===== src/rtl/noc_params_pkg.sv =====
// Router-wide parameters shared by the allocator and its neighbours.
package noc_params_pkg;

    localparam int PORT_NUM  = 5;
    localparam int VC_NUM    = 2;
    localparam int PORT_SIZE = $clog2(PORT_NUM);
    localparam int VC_SIZE   = (VC_NUM > 1) ? $clog2(VC_NUM) : 1;

    typedef enum logic [PORT_SIZE-1:0] {
        LOCAL,
        NORTH,
        SOUTH,
        WEST,
        EAST
    } port_t;

endpackage


===== src/rtl/rr_arbiter_upd.sv =====
// Round-robin arbiter whose priority pointer moves only when the caller
// confirms that the grant was actually used (update_en).
module rr_arbiter_upd #(
    parameter int  N  = 2,
    localparam int IW = (N > 1) ? $clog2(N) : 1
) (
    input  logic          clk,
    input  logic          rst,
    input  logic [N-1:0]  req,
    input  logic          update_en,
    output logic [N-1:0]  gnt,
    output logic [IW-1:0] gnt_idx,
    output logic          gnt_any
);

    logic [IW-1:0] ptr;

    // Pick the first requester at or after the pointer, wrapping around.
    always_comb begin : arb_comb
        int k;
        k       = 0;
        gnt     = '0;
        gnt_idx = '0;
        gnt_any = 1'b0;
        for (int i = 0; i < N; i++) begin
            k = int'(ptr) + i;
            if (k >= N) k = k - N;
            if (!gnt_any && req[k]) begin
                gnt_any = 1'b1;
                gnt[k]  = 1'b1;
                gnt_idx = IW'(k);
            end
        end
    end

    // Winner drops to lowest priority, but only for grants that were used.
    always_ff @(posedge clk or posedge rst) begin
        if (rst) begin
            ptr <= '0;
        end else if (update_en && gnt_any) begin
            ptr <= (int'(gnt_idx) == N - 1) ? '0 : gnt_idx + 1'b1;
        end
    end

endmodule


===== src/rtl/switch_allocator.sv =====
// Separable input-first switch allocator with per-output wormhole locking.
// Stage 1 picks one VC per input, stage 2 picks one input per output.
module switch_allocator #(
    parameter int  PORT_NUM  = noc_params_pkg::PORT_NUM,
    parameter int  VC_NUM    = noc_params_pkg::VC_NUM,
    localparam int PORT_SIZE = $clog2(PORT_NUM),
    localparam int VC_SIZE   = (VC_NUM > 1) ? $clog2(VC_NUM) : 1
) (
    input  logic                                        clk,
    input  logic                                        rst,
    input  logic [PORT_NUM-1:0][VC_NUM-1:0]                request_i,
    input  logic [PORT_NUM-1:0][VC_NUM-1:0][PORT_SIZE-1:0] out_port_i,
    input  logic [PORT_NUM-1:0][VC_NUM-1:0]                tail_i,
    output logic [PORT_NUM-1:0]                         in_grant_o,
    output logic [PORT_NUM-1:0][VC_SIZE-1:0]            in_vc_o,
    output logic [PORT_NUM-1:0]                         xbar_valid_o,
    output logic [PORT_NUM-1:0][PORT_SIZE-1:0]          xbar_sel_o
);

    // Per-output packet lock and its owner (input, VC).
    logic [PORT_NUM-1:0]  lock_q;
    logic [PORT_SIZE-1:0] owner_p_q [PORT_NUM];
    logic [VC_SIZE-1:0]   owner_v_q [PORT_NUM];

    logic [VC_NUM-1:0]    elig      [PORT_NUM];
    logic [VC_NUM-1:0]    s1_gnt    [PORT_NUM];
    logic [VC_SIZE-1:0]   s1_idx    [PORT_NUM];
    logic [PORT_NUM-1:0]  s1_any;
    logic [PORT_SIZE-1:0] cand_port [PORT_NUM];

    logic [PORT_NUM-1:0]  s2_req    [PORT_NUM];
    logic [PORT_NUM-1:0]  s2_gnt    [PORT_NUM];
    logic [PORT_SIZE-1:0] s2_idx    [PORT_NUM];
    logic [PORT_NUM-1:0]  s2_any;

    logic [PORT_NUM-1:0]  in_grant;

    // A VC may compete only for a legal output that is free or already its own.
    always_comb begin
        for (int p = 0; p < PORT_NUM; p++) begin
            for (int v = 0; v < VC_NUM; v++) begin
                elig[p][v] = 1'b0;
                if (request_i[p][v] && (int'(out_port_i[p][v]) < PORT_NUM)) begin
                    elig[p][v] = !lock_q[out_port_i[p][v]] ||
                                 ((owner_p_q[out_port_i[p][v]] == PORT_SIZE'(p)) &&
                                  (owner_v_q[out_port_i[p][v]] == VC_SIZE'(v)));
                end
            end
        end
    end

    for (genvar p = 0; p < PORT_NUM; p++) begin : g_stage1
        rr_arbiter_upd #(.N(VC_NUM)) u_vc_arb (
            .clk       (clk),
            .rst       (rst),
            .req       (elig[p]),
            .update_en (in_grant[p]),
            .gnt       (s1_gnt[p]),
            .gnt_idx   (s1_idx[p]),
            .gnt_any   (s1_any[p])
        );
    end

    // Route each input's stage-1 winner to the output it targets.
    always_comb begin
        for (int p = 0; p < PORT_NUM; p++) begin
            cand_port[p] = '0;
            for (int v = 0; v < VC_NUM; v++) begin
                if (s1_gnt[p][v]) cand_port[p] = cand_port[p] | out_port_i[p][v];
            end
        end
        for (int o = 0; o < PORT_NUM; o++) begin
            for (int p = 0; p < PORT_NUM; p++) begin
                s2_req[o][p] = s1_any[p] && (cand_port[p] == PORT_SIZE'(o));
            end
        end
    end

    // A locked output only ever sees its owner's request, so the arbiter
    // simply passes it through; its pointer moves only on unlocked grants.
    for (genvar o = 0; o < PORT_NUM; o++) begin : g_stage2
        rr_arbiter_upd #(.N(PORT_NUM)) u_in_arb (
            .clk       (clk),
            .rst       (rst),
            .req       (s2_req[o]),
            .update_en (!lock_q[o]),
            .gnt       (s2_gnt[o]),
            .gnt_idx   (s2_idx[o]),
            .gnt_any   (s2_any[o])
        );
    end

    // Collect per-input grants and drive dequeue and crossbar selects.
    always_comb begin
        in_grant = '0;
        for (int o = 0; o < PORT_NUM; o++) begin
            in_grant = in_grant | s2_gnt[o];
        end
        for (int p = 0; p < PORT_NUM; p++) begin
            in_vc_o[p] = in_grant[p] ? s1_idx[p] : '0;
        end
        for (int o = 0; o < PORT_NUM; o++) begin
            xbar_sel_o[o] = s2_idx[o];
        end
        in_grant_o   = in_grant;
        xbar_valid_o = s2_any;
    end

    // Head/body grants lock the output to the sender; a tail grant releases it.
    always_ff @(posedge clk or posedge rst) begin
        if (rst) begin
            lock_q <= '0;
            for (int o = 0; o < PORT_NUM; o++) begin
                owner_p_q[o] <= '0;
                owner_v_q[o] <= '0;
            end
        end else begin
            for (int o = 0; o < PORT_NUM; o++) begin
                if (s2_any[o]) begin
                    if (tail_i[s2_idx[o]][s1_idx[s2_idx[o]]]) begin
                        lock_q[o] <= 1'b0;
                    end else begin
                        lock_q[o]    <= 1'b1;
                        owner_p_q[o] <= s2_idx[o];
                        owner_v_q[o] <= s1_idx[s2_idx[o]];
                    end
                end
            end
        end
    end

endmodule


===== config.mk =====
export PLATFORM = sky130hd
export DESIGN_NAME = switch_allocator
export DESIGN_NICKNAME = d
export VERILOG_FILES = /design/src/rtl/noc_params_pkg.sv /design/src/rtl/rr_arbiter_upd.sv /design/src/rtl/switch_allocator.sv
export SDC_FILE = /design/constraint.sdc
export NUM_CORES = 1
export LEC_CHECK = 0
export ABC_CLOCK_PERIOD_IN_PS = 6830
export CAP_MARGIN = 20
export CORE_MARGIN = 4
export CORE_UTILIZATION = 40
export CTS_BUF_LIST = sky130_fd_sc_hd__clkbuf_4 sky130_fd_sc_hd__clkbuf_8
export CTS_CLUSTER_SIZE = 25
export DETAILED_ROUTE_END_ITERATION = 10
export PLACE_DENSITY_LB_ADDON = 0.12
export SLEW_MARGIN = 20
export SYNTH_ARGS = -nofsm -noshare
export SYNTH_HDL_FRONTEND = slang
export SYNTH_SLANG_ARGS = --single-unit

===== constraint.sdc =====
create_clock -name clk -period 6.83 [get_ports clk]
set_clock_uncertainty 0.15 [all_clocks]
set_input_delay 1.0245 -clock clk [delete_from_list [all_inputs] [get_ports clk]]
set_output_delay 1.0245 -clock clk [all_outputs]
set_load 0.05 [all_outputs]

==> results by group <==
Global routing
  – First-pass GRT wire length: 90.9 mm
  – Initial antenna violation count: 2
  – Vias in the first global route: between 10000 and 15000
  – Overflow after GRT: 0
  – Tot GR Track Use: 0.352
  – Pin count of the biggest net entering global routing: 46

Clocking
  – Clk root buf: clkbuf_8
  – H-tree Lvls: 2
  – Clock sink total: 45
  – Max clock buf depth: 2
  – CTS tree: built
  – Clock input transition at the sequential cells of the worst setup and hold paths: 140 ps
  – CTS buffer count: 5
  – Clk_lat worst skew: 400 ps

Setup path
  – Reg-to-reg slack, setup: 1050 ps
  – Largest delay contributor family on the critical path: simple AND/OR/NAND/NOR gates
  – Reg-to-Reg End: owner_v_q[4]
  – Setup CP Type: register to output port
  – Arrival time at the worst endpoint: around 5600 ps
  – CP required: 5660 ps
  – CP Cell Sequence: nor4b_1 > o221ai_2 > buf_4 > or4_1 > nor3_1 > or2_2 > nor2_1 > o21bai_1 > buf_4 > a211oi_4 > and3_1 > a221o_1 > nor4_1 > nand4_1 > and2_2 > buf_12
  – Bufs and invs on worst path: 3
  – Max FO, Critical Path: 11
  – CP peak stage delay: 710 ps
  – Critical path's most frequent cell: buf_4
  – RR Startpoint: owner_p_q[12]
  – CP max stage cell: nor3_1
  – CP endpoint kind: output port
  – Worst Setup Start Kind: register
  – FF-to-FF path depth: 18

Logic synthesis
  – Top post-synthesis cells by area: ha_1, dfrtp_1, nand2_1, nor2_1, o21ai_0
  – Sequential share of the synthesized area: 0.0919
  – #FFs+latches synth: 45
  – Asr flop ratio synth: 1.00
  – Mapped Nets: 1852
  – Post-synth EDFFs: 0
  – Post-synth top area cell: ha_1
  – Yosys cell types: 118
  – YS warnings: 0
  – Mapped Cells: 1687
  – Synth Flop Type: dfrtp_1
  – Synth top area share: 0.110
  – Post-Synthesis Cell Area: 12300 sq um
  – Avg Inst Size Synth: 7.26 sq um

STA
  – Count of final setup violators: 0
  – Setup tns final: 0 ps
  – Slew headroom: 0.193
  – RSZ-0062 raised after global routing: true
  – Slew at the pin closest to its max-slew limit: 1180 ps
  – Final Max Slew Viols: 0
  – Final Critical Period: around 6800 ps
  – Final-report hold violation count: 0
  – Max frequency: 147 MHz
  – Final period util: 0.995

Detailed routing
  – Initial DRC count: 2007
  – Post-DRT Antenna Nets: 0
  – Vias per Instance: 6.52
  – DR pass1 iterations: 6
  – DRC viols: 0
  – Final WL: 61.9 mm
  – Via count: ~16000
  – WL per Instance: 26.0 microns

Floorplanning
  – Std cell rows: 63
  – Die Y: between 150 and 200 microns
  – Chip Width: 183 microns
  – Io pins: around 80
  – Core box area: 30000 sq um
  – Die area: 33500 sq um
  – Initial Util: 0.409

Layout
  – Area growth from synthesis to layout: 31.1%
  – Sequential cell area: 1130 sq um
  – Final nets: roughly 2200
  – Diodes inserted: 0
  – Final instance area: 16100 sq um
  – Multi-input logic area: 10600 sq um
  – Filler Cell Count: 2973
  – Layout cells sized above 1: 0.234

Place
  – GP Congestion: 1.14
  – DP Area: 15700 sq um
  – PortBufs: 81
  – Hpwl dp: 51.1 mm

Worst hold path
  – Hold Path Stages: 2
  – Class of the worst hold path: register to register
  – Hold Path Sink: owner_p_q[2]
  – Min-delay src: owner_p_q[2]

Job
  – Max cap viols: 0

Status
  – Run status: finished, final reports clean
## how the worst max path moves through the flow
stage                         from       endpoint  slack, ps  depth (start not counted)
finish               owner_p_q[12]     in_vc_o[4]         40                         16
global route        out_port_i[19]  in_grant_o[3]        -60                         21
CTS                  out_port_i[2]     in_vc_o[2]          7                         17
detailed placement  out_port_i[18]     in_vc_o[3]       -230                         21
global placement    out_port_i[12]  in_grant_o[3]       -260                         19
floorplan           out_port_i[13]     in_vc_o[0]        290                         12
## area by class of cell
class / count / share of cell area
Inverter: 116 / 0.0271
Multi-Input combinational cell: 1444 / 0.661
Clock buffer: 5 / 0.00428
Sequential cell: 45 / 0.0702
Clock inverter: 3 / 0.00156
Timing Repair Buffer: 379 / 0.206
Tap cell: 390 / 0.0304
## cells by family (layout without fill, tap and decap cells)
logic type                 count (synthesis)  in the layout  synth area share
DFF                                       45             45            0.0919
muxes                                     61             61            0.0532
xor gates and xnor gates                  48             48            0.0343
and+or+nand+nor                          675            675             0.301
adders and majority gates                113            113             0.118
AOI/OAI and AO/OA                        547            547             0.334
buffers and inverters                    198            503            0.0666
## synthesized netlist by cell type (9+ instances only)
cell type / number
nor2_1: 142
nand3b_1: 10
inv_1: 112
nand4b_1: 14
ha_1: 108
o32ai_1: 10
a211o_1: 10
xnor2_1: 40
nand2_1: 144
o21a_1: 18
a211oi_1: 17
mux2i_1: 43
o21ai_0: 95
nor4_1: 36
clkbuf_1: 56
o22ai_1: 20
o31ai_1: 16
a2111oi_0: 9
nand3_1: 60
nand2b_1: 28
and2_1: 25
nor2b_1: 14
nor3_1: 51
a22oi_1: 13
buf_4: 13
a31oi_1: 22
o21ai_1: 13
nor4bb_1: 11
nand4_1: 30
a32oi_1: 10
o221ai_1: 14
o211ai_1: 22
or3_1: 18
a21oi_1: 92
dfrtp_1: 45
nor4b_1: 19
a21o_1: 24
## stage by stage
step	hold WS (ps)	utilization	std cells	setup WS, ps
global placement	403	0.522	2372	-255
floorplan	331	-	1687	294
detailed placement	406	0.522	2372	-226
global route	448	0.536	2382	-56.6
CTS	426	0.528	2380	6.91
finish	426	0.536	2382	35.7
## worst min-delay path, delay by kind of cell (launching register included)
family          cells  cell delay (ps)
buf+inv             1               70
compound gates      1               50
flops               1              430
## per-layer routing
metal | up-vias | global-route usage | wire, microns
met4 | 4 | 0.137 | 2940
met1 | 7451 | 0.491 | 26700
met5 | - | 0 | 29
li1 | 7070 | - | -
met2 | 848 | 0.549 | 26800
met3 | 163 | 0.0537 | 5370
## cell usage in the layout (no fill, tap or decap), types with 26 or more instances in the layout
cell type / netlist / routed
a21oi_1: 92 / 88
buf_12: 0 / 26
buf_4: 13 / 301
clkdlybuf4s50_1: 0 / 48
dfrtp_1: 45 / 44
ha_1: 108 / 108
inv_1: 112 / 111
mux2i_1: 43 / 42
nand2_1: 144 / 144
nand2b_1: 28 / 28
nand3_1: 60 / 59
nand4_1: 30 / 30
nor2_1: 142 / 141
nor3_1: 51 / 46
nor4_1: 36 / 29
o21ai_0: 95 / 92
xnor2_1: 40 / 40
## repair_timing
action / in CTS / in global routing
endpoints found under the setup margin: 9 / 10
resized for setup: 14 / 53
hold buffers: 0 / 0
buffers inserted: 0 / 2
pin swaps: 1 / 12
## registers in the layout, indices dropped and copies added, names as in the netlist
name,flops
lock_q,5
owner_v_q,5
owner_p_q,15
g_stage2.u_in_arb.ptr,15
g_stage1.u_vc_arb.ptr,5
Power is left out: the tool's default activity adds up to more than one toggle a clock period on the data nets, which glitch-free logic cannot reach.
